==> src/rtl/vga_sync_gen.sv <==
// Raster timing generator: pixel/line counters with registered sync, visible-area and start strobes.
// Outputs are decoded from next-state counters so sync/display_on never skew from hc/vc.
module vga_sync_gen #(
  parameter int   HVIS      = 640,
  parameter int   HFP       = 16,
  parameter int   HSW       = 96,
  parameter int   HBP       = 48,
  parameter int   VVIS      = 480,
  parameter int   VFP       = 10,
  parameter int   VSW       = 2,
  parameter int   VBP       = 33,
  parameter logic HSYNC_POL = 1'b0,
  parameter logic VSYNC_POL = 1'b0
) (
  input  logic        clk,
  input  logic        rst_n,
  input  logic        pix_ce,
  output logic [10:0] hc,
  output logic [10:0] vc,
  output logic        hsync,
  output logic        vsync,
  output logic        display_on,
  output logic        line_start,
  output logic        frame_start
);

  localparam int HTOTAL = HVIS + HFP + HSW + HBP;
  localparam int VTOTAL = VVIS + VFP + VSW + VBP;

  if (HTOTAL > 2048 || VTOTAL > 2048) begin : g_bad_totals
    $error("vga_sync_gen: HTOTAL and VTOTAL must not exceed 2048");
  end

  localparam logic [10:0] H_LAST = 11'(HTOTAL - 1);
  localparam logic [10:0] V_LAST = 11'(VTOTAL - 1);

  // Thresholds carried at 12 bits so a boundary of exactly 2048 stays representable.
  localparam logic [11:0] H_VIS_END = 12'(HVIS);
  localparam logic [11:0] V_VIS_END = 12'(VVIS);
  localparam logic [11:0] HS_BEG    = 12'(HVIS + HFP);
  localparam logic [11:0] HS_END    = 12'(HVIS + HFP + HSW);
  localparam logic [11:0] VS_BEG    = 12'(VVIS + VFP);
  localparam logic [11:0] VS_END    = 12'(VVIS + VFP + VSW);

  logic [10:0] hc_nxt;
  logic [10:0] vc_nxt;
  logic        h_wrap;
  logic        v_wrap;
  logic        hs_act_nxt;
  logic        vs_act_nxt;
  logic        disp_nxt;

  always_comb begin
    hc_nxt = hc;
    vc_nxt = vc;
    h_wrap = pix_ce && (hc == H_LAST);
    v_wrap = h_wrap && (vc == V_LAST);
    if (pix_ce) begin
      if (h_wrap) begin
        hc_nxt = 11'd0;
        vc_nxt = v_wrap ? 11'd0 : vc + 11'd1;
      end else begin
        hc_nxt = hc + 11'd1;
      end
    end
    hs_act_nxt = ({1'b0, hc_nxt} >= HS_BEG) && ({1'b0, hc_nxt} < HS_END);
    vs_act_nxt = ({1'b0, vc_nxt} >= VS_BEG) && ({1'b0, vc_nxt} < VS_END);
    disp_nxt   = ({1'b0, hc_nxt} < H_VIS_END) && ({1'b0, vc_nxt} < V_VIS_END);
  end

  always_ff @(posedge clk or negedge rst_n) begin
    if (!rst_n) begin
      hc          <= 11'd0;
      vc          <= 11'd0;
      hsync       <= ~HSYNC_POL;
      vsync       <= ~VSYNC_POL;
      display_on  <= 1'b1;
      line_start  <= 1'b0;
      frame_start <= 1'b0;
    end else begin
      hc          <= hc_nxt;
      vc          <= vc_nxt;
      hsync       <= hs_act_nxt ? HSYNC_POL : ~HSYNC_POL;
      vsync       <= vs_act_nxt ? VSYNC_POL : ~VSYNC_POL;
      display_on  <= disp_nxt;
      line_start  <= h_wrap;
      frame_start <= v_wrap;
    end
  end

endmodule
==> config.mk <==
export PLATFORM = sky130hd
export DESIGN_NAME = vga_sync_gen
export DESIGN_NICKNAME = d
export VERILOG_FILES = /design/src/rtl/vga_sync_gen.sv
export SDC_FILE = /design/constraint.sdc
export NUM_CORES = 1
export LEC_CHECK = 0
export BUFFER_PORTS_ARGS = -buffer_cell sky130_fd_sc_hd__buf_2
export CAP_MARGIN = 20
export CORE_UTILIZATION = 45
export CTS_CLUSTER_DIAMETER = 120
export CTS_CLUSTER_SIZE = 12
export DETAILED_ROUTE_END_ITERATION = 12
export PLACE_DENSITY_LB_ADDON = 0.25
export SYNTH_ARGS = -nofsm -noshare
export SYNTH_HDL_FRONTEND = slang
export SYNTH_SLANG_ARGS = --single-unit
==> constraint.sdc <==
create_clock -name clk -period 3.4 [get_ports clk]
set_input_delay 1.02 -clock clk [delete_from_list [all_inputs] [get_ports clk]]
set_output_delay 1.02 -clock clk [all_outputs]
set_load 0.02 [all_outputs]
Yosys cells after proc, flatten, opt, wreduce, memory -nomap -nowiden
Index checks and enable logic that the tools add are counted.
Storage, ports and cells
  bits in registers: 27
  bits of input ports: 3
  word-level logic and storage cells: 29
Operators by class
  add/sub/neg operators: 2
  magnitude comparators: 6
  equal/unequal tests: 2
  multiplexer cells: 7
  reductions and logical operators: 5
Operators with widths (count)
  $mux 11: 5
  $add 11x1->11 const B: 2
  $eq 11x10->1 const B: 2
  $lt 11x10->1 const B: 2
  $lt 11x9->1 const B: 2
  $ge 11x10->1 const B: 1
  $ge 11x9->1 const B: 1
  $logic_and 1x1->1: 5
  $mux 1: 2

Depth between registers and ports, before layout
Gate-level depths: netlist of the first run.
  depth after elaboration: 9
  mapped depth: 9
  depth with buffers taken out: 8

Worst setup path after synthesis of the first run
Ideal clock, no wire load.
  path kind: input to register
  from: in pix_ce
  to: reg display_on
  library setup time: 0.073 ns
  arrival: 3.043 ns
  required time: 3.327 ns
  setup slack: 0.283 ns
  stages on the path: 7
  buffers on the path: 1
  cells stage by stage: clkbuf_1 nand2_1 or4_4 nor4_1 xor2_1 or4b_1 a21oi_1
Between the ends
  cells in the longest elaborated chain, start to end: 7
RTL lines
  start, declared: RTL line 17  | input logic pix_ce,
  $logic_and 1x1->1: RTL line 56  | h_wrap = pix_ce && (hc == H_LAST);
  $logic_and 1x1->1: RTL line 57  | v_wrap = h_wrap && (vc == V_LAST);
  $mux 11: RTL line 61  | vc_nxt = v_wrap ? 11'd0 : vc + 11'd1;
  $mux 11: RTL line 59  | if (h_wrap) begin
  $mux 11 *: RTL line 58  | if (pix_ce) begin
  named net vc_nxt[10]: RTL line 46  | logic [10:0] vc_nxt;
  $lt 11x9->1 *: RTL line 68  | disp_nxt = ({1'b0, hc_nxt} < H_VIS_END) && ({1'b0, vc_nxt} < V_VIS_END);
  $logic_and 1x1->1 *: RTL line 68
  named net disp_nxt: RTL line 51  | logic disp_nxt;
  end signal, assigned: RTL line 85  | display_on <= disp_nxt;
  end, declared: RTL line 22  | output logic display_on,
The timed path passes the listed nets; every way through them passes the cells marked *.

Worst setup path in the final report of the first run
  from: reg hc[5]
  to: reg display_on
Between the ends
  cells in the longest elaborated chain, start to end: 8
RTL lines
  start, declared: RTL line 18  | output logic [10:0] hc,
  start signal, assigned: RTL line 81  | hc <= hc_nxt;
  $eq 11x10->1 *: RTL line 56
  $logic_and 1x1->1 *: RTL line 56
  $logic_and 1x1->1: RTL line 57
  $mux 11: RTL line 61
  $mux 11 *: RTL line 59
  $mux 11 *: RTL line 58
  named net vc_nxt[10]: RTL line 46
  $lt 11x9->1 *: RTL line 68
  $logic_and 1x1->1 *: RTL line 68
  named net disp_nxt: RTL line 51
Marked as above.

==> summary.txt, run 1 <==
Layout
  • Final #Nets: 180
  • Syn-to-layout area delta: 14.5%
  • Multi-input combinational cell area: ~680 sq um
  • Fill count: 284
  • Final Cell Area: approximately 1600 sq um
  • Most frequent cells in the layout: buf_2, dfrtp_1, nand2_1
  • Layout cells sized above 1: roughly a quarter
  • Commonest non-fill, non-tap cell in the layout: buf_2
  • Reg area: ~680 sq um
  • N_diodes: 0
  • Utilization after layout: a little over half

Outcome
  • Status: finished clean

STA
  • Worst clock skew: between 0.005 and 0.006 ns
  • Worst rel slew slack: between 60 and 70%
  • Final setup violation count: 0
  • Post-route minimum period: ~2.8 ns
  • Final-report hold violation count: 0
  • Fin. max-slew vios: 0
  • Worst slew pin tran: 0.582 ns
  • Final period util: 81.8%
  • Achievable Freq: between 300 and 400 MHz
  • Unrepaired setup endpoints after global routing: no
  • Sum Neg Setup Slack: 0 ns

Critical path
  • Reg2reg start: hc[5]$_DFF_PN0_
  • Crit path top cell by count: or4_4
  • Crit-path max cell delay: ~0.56 ns
  • Crit-path max FO: 7
  • Origin of the worst setup path: hc[5]$_DFF_PN0_
  • Worst path cell trace: or4_4 -> or4_4 -> nor4_1 -> xor2_1 -> or4b_1 -> a21oi_1
  • Critical path data arrival time: just over 3 ns
  • CP endpoint kind: flip-flop
  • Worst setup SP type: flip-flop
  • CP top delay family: simple AND/OR/NAND/NOR gates
  • Setup CP Type: reg -> reg
  • Buf/Inv on CP: 0
  • CP max-delay cell: or4_4
  • WP data required: 3.68 ns

Clock network
  • Post_cts resized: 0
  • H-tree levels: 1
  • Total CTS buffers: 3
  • CTS tree: done
  • Clk buf depth: 2
  • Clk slew on worst S/H paths: about 0.15 ns
  • CTS Hold Buffers Added: 0
  • Post-CTS setup buffers: 0
  • Clk Latency, worst-skew pair: 0.33 ns
  • CTS sink cnt: 27
  • Clock root cell: clkbuf_4

Global route
  • Global routing's busiest layer: met2
  • Initial antenna violation count: 0
  • First-pass GRT wire length: 4.97 mm
  • Met3 Use GR: approximately 2.9%
  • Gr usage total: a little under a fifth
  • M1 GR Usage: a little over a quarter
  • Vias in the first global route: ~1100
  • GRT met2 Usage: between 20% and 30%
  • Total grt overflow: 0
  • Largest net degree at the start of global routing: 28

Floorplanning
  • Initial Utilization: 47.1%
  • Die Y: a little under 60 microns
  • Horiz. Die Dim: 58.3 microns
  • I/O pin count: 30
  • Die area: 3400 sq um
  • Std cell rows: 20
  • Core area: between 3000 and 4000 sq um

Routing
  • WL/cell: 13.1 microns
  • TritonRoute pass-1 iters: 4
  • 1st-iter DRT viols: 18
  • Vias: ~1200
  • Residual DRC: 0
  • Via/cell ratio: roughly 5.4
  • Drt total wl: roughly 2.8 mm
  • DRT antenna net count: 0

Job
  • Maxcap violations: 0

Yosys
  • Number of enable flip-flop cells after synthesis: 0
  • Cell Area, Synth: 1430 sq um
  • Synth Flop Type: dfrtp_1
  • Sequential share of the synthesized area: 47.6%
  • Async set-reset flop share out of synthesis: 100%
  • Mean Syn Cell Area: a little under 10 sq um
  • Syn_nets: between 150 and 200
  • YS warnings: 0
  • Post-Synthesis Cells: between 100 and 150
  • Synthesis-stage register bit count: 27
  • Distinct cells, synth: 36

Place
  • DPL Wire Length: approximately 2.1 mm
  • GPL Wtd Cong: slightly below 0.9
  • Dpl cell area: roughly 1600 sq um
  • Port Buffer Count: 29

Hold path
  • Min-Delay Path Class: reg -> reg
  • HP Start: hc[4]$_DFF_PN0_

Power and ir drop
  • P per Cell Area: 474 nW/um^2
  • Worst VDD drop: 0.418 mV
  • Leakage: ~0.80 nW
power breakdown:
group	total [W]	switching, W	internal, W
registers	0.000415	0.0000528	0.000362
clock network	0.000144	0.0000992	0.0000451
logic	0.000215	0.000128	0.0000876
total	0.000774	0.000280	0.000495
cells in the mapped netlist, drive strengths merged (4+ instances only):
cell type  instances  area, sq um
xnor2              9         78.8
nand3             11         55.1
dfrtp             24          601
nand2             13         48.8
nand4              8         50.1
nor2               9         33.8
xor2               5         43.8
clkbuf             6         22.5
inv                8         30.0
or3                4         25.0
a21oi              5         36.3
per-layer routing:
metal  up-vias  wire, microns
met5         -              0
met3         9            124
li1        573              -
met2        37           1220
met1       550           1400
met4         0             87
final cells by class:
class	instances	area share, %
Clock inverter	1	0.459
Timing Repair Buffer	31	9.80
Clock buffer	3	1.38
Multi-Input combinational cell	103	41.6
Tap cell	44	3.37
Inverter	8	1.84
Sequential cell	27	41.6
through the flow:
step | cells | worst slack [ns] | total power, W | hold slack, ns
after global routing | 217 | 0.419 | 0.000825 | 0.580
after floorplan | 146 | 0.284 | 0.000565 | 0.621
after global placement | 213 | 0.351 | 0.000633 | 0.529
after CTS | 217 | 0.614 | 0.000784 | 0.562
after detailed placement | 213 | 0.299 | 0.000636 | 0.534
final | 217 | 0.620 | 0.000774 | 0.552
sequential cells by signal (all words and copies together) (netlist names):
register     cells
vsync            1
frame_start      1
display_on       1
line_start       1
hsync            1
hc              11
vc              11
logic make-up (layout without fill, tap and decap cells):
group | count (synthesis) | after routing | synth area share [%]
AOI/OAI and AO/OA | 19 | 19 | 9.90
xor gates and xnor gates | 14 | 14 | 8.59
adders and majority gates | 3 | 3 | 2.63
buffers and inverters | 16 | 43 | 4.82
DFF | 27 | 27 | 47.6
muxes | 2 | 2 | 1.40
and+or+nand+nor | 65 | 65 | 25.1
worst reg2reg max path, cell delays in order, from the launching register on:
cell and delay (ns):
dfrtp_1 0.47, or4_4 0.56, or4_4 0.52, nor4_1 0.35
xor2_1 0.15, or4b_1 0.53, a21oi_1 0.14
worst paths after layout:
| kind | to | slack, ns | depth (start not counted) |
|---|---|---|---|
| max | display_on$_DFF_PN1_ | 0.62 | 6 |
| min | hc[4]$_DFF_PN0_ | 0.55 | 1 |
| max reg2reg | display_on$_DFF_PN1_ | 0.62 | 6 |
| min reg2reg | hc[4]$_DFF_PN0_ | 0.55 | 1 |
| max in group asynchronous | vc[8]$_DFF_PN0_ | 2.36 | 1 |
| min in group asynchronous | frame_start$_DFF_PN0_ | 0.66 | 1 |
No activity file was read; power rests on OpenSTA's default activity.
==> run 2, diff against run 1 <==
clock period = 2.87 ns   (was 3.4 ns; I/O delays follow)
==> summary.txt, run 2 (same netlist as run 1, synthesis figures left out) <==
Power and ir drop
  • Comb power frac: 30.3% (+2.5 points)
  • Switching power total: 0.000332 W (+19%)
  • Worst VDD drop: 0.545 mV (+30%)
  • Pint: 0.000602 W (+22%)
  • Leakage: 0.809 nW (+1.7%)
  • Final Power: 0.000934 W (+21%)
  • Sw Ratio: 35.6% (-0.57 points)
  • Clk pwr share: 17.5% (-1.1 points)
  • Part of the power in registers: 52.2% (-1.3 points)
  • P per Cell Area: 563 nW/um^2 (+19%)

Critical path
  • Worst path cell trace: or4_4 -> or4_4 -> buf_4 -> inv_1 -> buf_4 -> and2_1 -> a22o_1 -> nor3b_1 -> o211ai_1
  • WP data required: 3.12 ns (-0.56 ns)
  • Worst path depth: 9 (+3)
  • R2R setup slack: 0.10 ns (-0.52 ns)
  • Buf/Inv on CP: 3 (+3)
  • Crit-path max cell delay: 0.53 ns (-0.03 ns)
  • Critical path data arrival time: 3.02 ns (-0.04 ns)
  • CP max-delay cell: or4_4
  • CP endpoint kind: flip-flop
  • Setup CP Type: reg -> reg
  • Crit-path max FO: 12 (+5)
  • CP top delay family: simple AND/OR/NAND/NOR gates
  • Worst setup SP type: flip-flop
  • Reg2reg path depth: 9 (+3)

STA
  • Final setup violation count: 0 (unchanged)
  • Worst rel slew slack: 61.7% (+0.49 points)
  • Final-report hold violation count: 0 (unchanged)
  • Final period util: 96.4% (+15 points)
  • Unrepaired setup endpoints after global routing: no
  • Worst clock skew: 0.0120 ns (+0.00675 ns)
  • Fin. max-slew vios: 0 (unchanged)
  • Worst slew pin tran: 0.575 ns (-0.00733 ns)
  • Post-route minimum period: 2.77 ns (-0.0127 ns)
  • Achievable Freq: 361 MHz (+0.46%)
  • Sum Neg Setup Slack: 0 ns (unchanged)

Layout
  • Biggest regs: hc: 11 flops, vc: 11 flops
  • Final #Nets: 183 (+1.7%)
  • Utilization after layout: 54.8% (+0.87 points)
  • Most frequent cells in the layout: buf_2, dfrtp_1, nand2_1
  • Layout cells sized above 1: 26.7% (+1.8 points)
  • Syn-to-layout area delta: 16.3%
  • Commonest non-fill, non-tap cell in the layout: buf_2
  • N_diodes: 0 (unchanged)

Floorplanning
  • Horiz. Die Dim: 58.3 microns (unchanged)
  • Die Y: 58.3 microns (unchanged)
  • Die area: 3400 sq um (unchanged)
  • I/O pin count: 30 (unchanged)
  • Initial Utilization: 47.1% (unchanged)
  • Std cell rows: 20 (unchanged)
  • Core area: 3030 sq um (unchanged)

Clock network
  • Clk Latency, worst-skew pair: 0.32 ns (about the same)
  • Clock root cell: clkbuf_4
  • H-tree levels: 1 (unchanged)
  • CTS Hold Buffers Added: 0 (unchanged)
  • Clk buf depth: 2 (unchanged)
  • CTS tree: done
  • Clk slew on worst S/H paths: 0.15 ns (about the same)
  • Total CTS buffers: 3 (unchanged)
  • CTS sink cnt: 27 (unchanged)

Routing
  • TritonRoute pass-1 iters: 4 (unchanged)
  • Via/cell ratio: 5.43 (+0.75%)
  • Vias: 1194 (+2.1%)
  • WL/cell: 13.9 microns (+6.5%)
  • Residual DRC: 0 (unchanged)
  • Drt total wl: 3.06 mm (+7.9%)
  • 1st-iter DRT viols: 28 (+10)
  • DRT antenna net count: 0 (unchanged)

Global route
  • Vias in the first global route: 1147 (+1.5%)
  • Gr usage total: 20.0% (+1.1 points)
  • First-pass GRT wire length: 5.23 mm (+5.3%)
  • Initial antenna violation count: 0 (unchanged)
  • Total grt overflow: 0 (unchanged)
  • Largest net degree at the start of global routing: 28 (unchanged)

Outcome
  • Status: finished clean

Job
  • Maxcap violations: 0 (unchanged)

Place
  • GPL Wtd Cong: 0.875 (-0.51%)
  • Port Buffer Count: 29 (unchanged)
  • DPL Wire Length: 2.25 mm (+8.6%)

Hold path
  • Min-Delay Path Class: in -> async
[run 2: final timing paths]
path                             startpoint                   end
max reg2reg                 hc[6]$_DFF_PN0_       vsync$_DFF_PN1_
max in group asynchronous             rst_n       hc[6]$_DFF_PN0_
max                         hc[6]$_DFF_PN0_       vsync$_DFF_PN1_
min                                   rst_n  line_start$_DFF_PN0_
min in group clk           hc[10]$_DFF_PN0_      hc[10]$_DFF_PN0_
min reg2reg                hc[10]$_DFF_PN0_      hc[10]$_DFF_PN0_
[run 2: per-layer routing]
layer | GRT usage, % | up-vias | part of all wire, %
met1 | 28.1 | 566 | 47
met4 | 8.16 | 0 | 1.1
met2 | 31.2 | 42 | 47
li1 | - | 582 | -
met5 | 0 | - | 0
met3 | 2.86 | 4 | 4.7
[run 2: metrics by stage]
step,std cells,area [sq um],hold WS [ns],setup slack (ns)
final,220,1660,0.507,0.102
after global routing,220,1660,0.549,0.00182
after CTS,220,1650,0.531,0.102
after detailed placement,216,1630,0.550,0.0979
after global placement,216,1630,0.529,0.156
after floorplan,146,1430,0.565,0.0479
[run 2: timing repair]
item | CTS | global route
resized for setup | 0 | 2
endpoints found under the setup margin | 0 | 1
buffers inserted | 0 | 0
[run 2: worst register-to-register path, cell delays in order (launching register included)]
cell	delay [ns]
dfrtp_2	0.47
or4_4	0.53
or4_4	0.53
buf_4	0.20
inv_1	0.09
buf_4	0.19
and2_1	0.17
a22o_1	0.16
nor3b_1	0.23
o211ai_1	0.12
[run 2: layout make-up]
| cell class | instances | area, sq um |
|---|---|---|
| tap | 44 | 55.1 |
| fill | 268 | 1370 |
| inverter | 8 | 30.0 |
| timing repair buffer | 34 | 183 |
| clock buffer | 4 | 26.3 |
| multi-input combinational | 103 | 686 |
| sequential | 27 | 681 |
[run 2: power by group through the flow]
stage	Combinational [W]	Sequential, W	Clock, W
final	0.000283	0.000488	0.000164
after global routing	0.000314	0.000498	0.000185
after CTS	0.000286	0.000487	0.000171
after detailed placement	0.000285	0.000495	0
after global placement	0.000278	0.000487	0
after floorplan	0.000119	0.000550	0
==> run 3, diff against run 2 <==
CORE_MARGIN = 5   (was unset)
==> summary.txt, run 3 (same netlist as run 1, synthesis figures left out) <==
Outcome
  • Status: finished clean

Routing
  • Highest routed layer: met4
  • Residual DRC: 0 (unchanged)
  • TritonRoute pass-1 iters: 4 (unchanged)
  • Drt total wl: 3.09 mm (+1.1%)
  • DRT antenna net count: 0 (unchanged)
  • 1st-iter DRT viols: 82 (+190%)
  • WL/cell: 14.0 microns (+0.62%)
  • Metal3 WL: 196 microns (+35%)
  • Via/cell ratio: 5.52 (+1.6%)
  • Met2 routed WL: 1.57 mm (+9.0%)
  • Vias: 1219 (+2.1%)
  • Met1 Wirelength: 1.30 mm (-9.7%)

Clock network
  • Post-CTS setup buffers: 0 (unchanged)
  • Clk Latency, worst-skew pair: 0.32 ns (about the same)
  • Clk buf depth: 2 (unchanged)
  • Clock root cell: clkbuf_4
  • Post_cts resized: 0 (unchanged)
  • H-tree levels: 1 (unchanged)
  • CTS Hold Buffers Added: 0 (unchanged)
  • Total CTS buffers: 3 (unchanged)
  • Clk slew on worst S/H paths: 0.15 ns (about the same)
  • CTS tree: done
  • CTS sink cnt: 27 (unchanged)

Critical path
  • Critical path data arrival time: 3.00 ns (-0.02 ns)
  • WP data required: 3.14 ns (+0.02 ns)
  • Setup CP Type: reg -> reg
  • Crit-path max FO: 3 (-9)
  • Worst setup SP type: flip-flop
  • Origin of the worst setup path: hc[5]$_DFF_PN0_
  • CP endpoint kind: flip-flop
  • Reg2reg start: hc[5]$_DFF_PN0_

Power and ir drop
  • Leakage: 0.815 nW (+0.74%)
  • Pint: 0.000605 W (+0.43%)
  • Comb power frac: 30.9% (+0.6 points)
  • Worst VDD drop: 0.464 mV (-15%)
  • Clk pwr share: 18.0% (+0.5 points)
  • P per Cell Area: 567 nW/um^2 (+0.83%)
  • Sw Ratio: 36.0% (+0.40 points)
  • Part of the power in registers: 51.1% (-1.1 points)
  • Switching power total: 0.000340 W (+2.2%)

Layout
  • Final Cell Area: 1660 sq um (+0.23%)
  • N_diodes: 0 (unchanged)
  • Most frequent cells in the layout: buf_2, dfrtp_1, nand2_1
  • Commonest non-fill, non-tap cell in the layout: buf_2
  • Syn-to-layout area delta: 16.6%
  • Fill count: 309 (+15%)
  • Final #Nets: 184 (+0.55%)
  • Layout cells sized above 1: 26.6% (-0.15 points)
  • Biggest regs: hc: 11 flops, vc: 11 flops

Floorplanning
  • Horiz. Die Dim: 66.3 microns (+14%)
  • Core area: 3050 sq um (+0.83%)
  • Std cell rows: 20 (unchanged)
  • Initial Utilization: 46.8% (-0.39 points)
  • Die area: 4400 sq um (+29%)
  • I/O pin count: 30 (unchanged)
  • Die Y: 66.3 microns (+14%)

Global route
  • Largest net degree at the start of global routing: 28 (unchanged)
  • Total grt overflow: 0 (unchanged)
  • Gr usage total: 15.5% (-4.5 points)
  • Initial antenna violation count: 0 (unchanged)
  • Vias in the first global route: 1198 (+4.4%)
  • First-pass GRT wire length: 5.31 mm (+1.5%)

STA
  • Final setup violation count: 0 (unchanged)
  • Worst rel slew slack: 60.6% (-1.1 points)
  • Final hold slack: 0.513 ns (+0.00558 ns)
  • Final-report hold violation count: 0 (unchanged)
  • Unrepaired setup endpoints after global routing: no
  • Sum Neg Setup Slack: 0 ns (unchanged)
  • Achievable Freq: 366 MHz (+1.2%)
  • Post-route minimum period: 2.74 ns (-0.0327 ns)
  • Worst clock skew: 0.00289 ns (-0.00912 ns)
  • Final period util: 95.3% (-1.1 points)
  • Fin. max-slew vios: 0 (unchanged)
  • Worst slew pin tran: 0.591 ns (+0.0159 ns)

Hold path
  • Min-Delay Path Class: in -> async

Place
  • Dpl cell area: 1630 sq um (+0.46%)
  • GPL Wtd Cong: 0.823 (-6.0%)
  • DPL Wire Length: 2.34 mm (+4.1%)
  • Port Buffer Count: 29 (unchanged)

Job
  • Maxcap violations: 0 (unchanged)
[run 3: area by class of cell]
cell class | instances | area [sq um] | area share, %
flip-flops and latches | 27 | 679 | 40.8
clock inverters | 1 | 7.51 | 0.451
clock buffers | 3 | 22.5 | 1.35
well taps | 44 | 55.1 | 3.31
multi-input cells | 103 | 679 | 40.8
inverters | 8 | 30.0 | 1.80
repair buffers | 35 | 190 | 11.4
[run 3: worst paths after layout]
check                                  endpoint  slack, ns  cells past startpoint
min in group clk                hc[4]$_DFF_PN0_       0.56                      1
max in group asynchronous       vc[6]$_DFF_PN0_       1.98                      1
setup / recovery           display_on$_DFF_PN1_       0.13                      6
hold reg to reg                 hc[4]$_DFF_PN0_       0.56                      1
setup reg to reg           display_on$_DFF_PN1_       0.13                      6
hold / removal                  vc[2]$_DFF_PN0_       0.51                      1
[run 3: critical path, cell delays in order, from the launching register on]
cell and delay (ns):
dfrtp_1 0.42, or4_4 0.54, or4_4 0.52, nor4_1 0.39, xor2_1 0.15, or4b_1 0.53
a21oi_1 0.13
[run 3: power groups by stage]
stage | Clock (W) | Sequential (W) | Combinational (W)
final | 0.000170 | 0.000482 | 0.000292
after global routing | 0.000197 | 0.000491 | 0.000323
after CTS | 0.000177 | 0.000483 | 0.000298
after detailed placement | 0 | 0.000490 | 0.000295
after global placement | 0 | 0.000485 | 0.000289
after floorplan | 0 | 0.000550 | 0.000119
[run 3: metal layers]
| layer | track usage, % | up-vias |
|---|---|---|
| met5 | 0 | - |
| met4 | 5.33 | 0 |
| met3 | 3.40 | 4 |
| met2 | 26.8 | 37 |
| met1 | 18.7 | 595 |
| li1 | - | 583 |
[run 3: metrics by stage]
step	power (W)	setup slack (ns)	util, %	cells
2_1_floorplan	0.000669	0.0479	-	146
3_3_place_gp	0.000773	0.146	53.5	217
3_5_place_dp	0.000786	0.0956	53.5	217
4_1_cts	0.000958	0.127	54.5	221
5_1_grt	0.00101	0.00414	54.5	221
6_report	0.000944	0.135	54.5	221
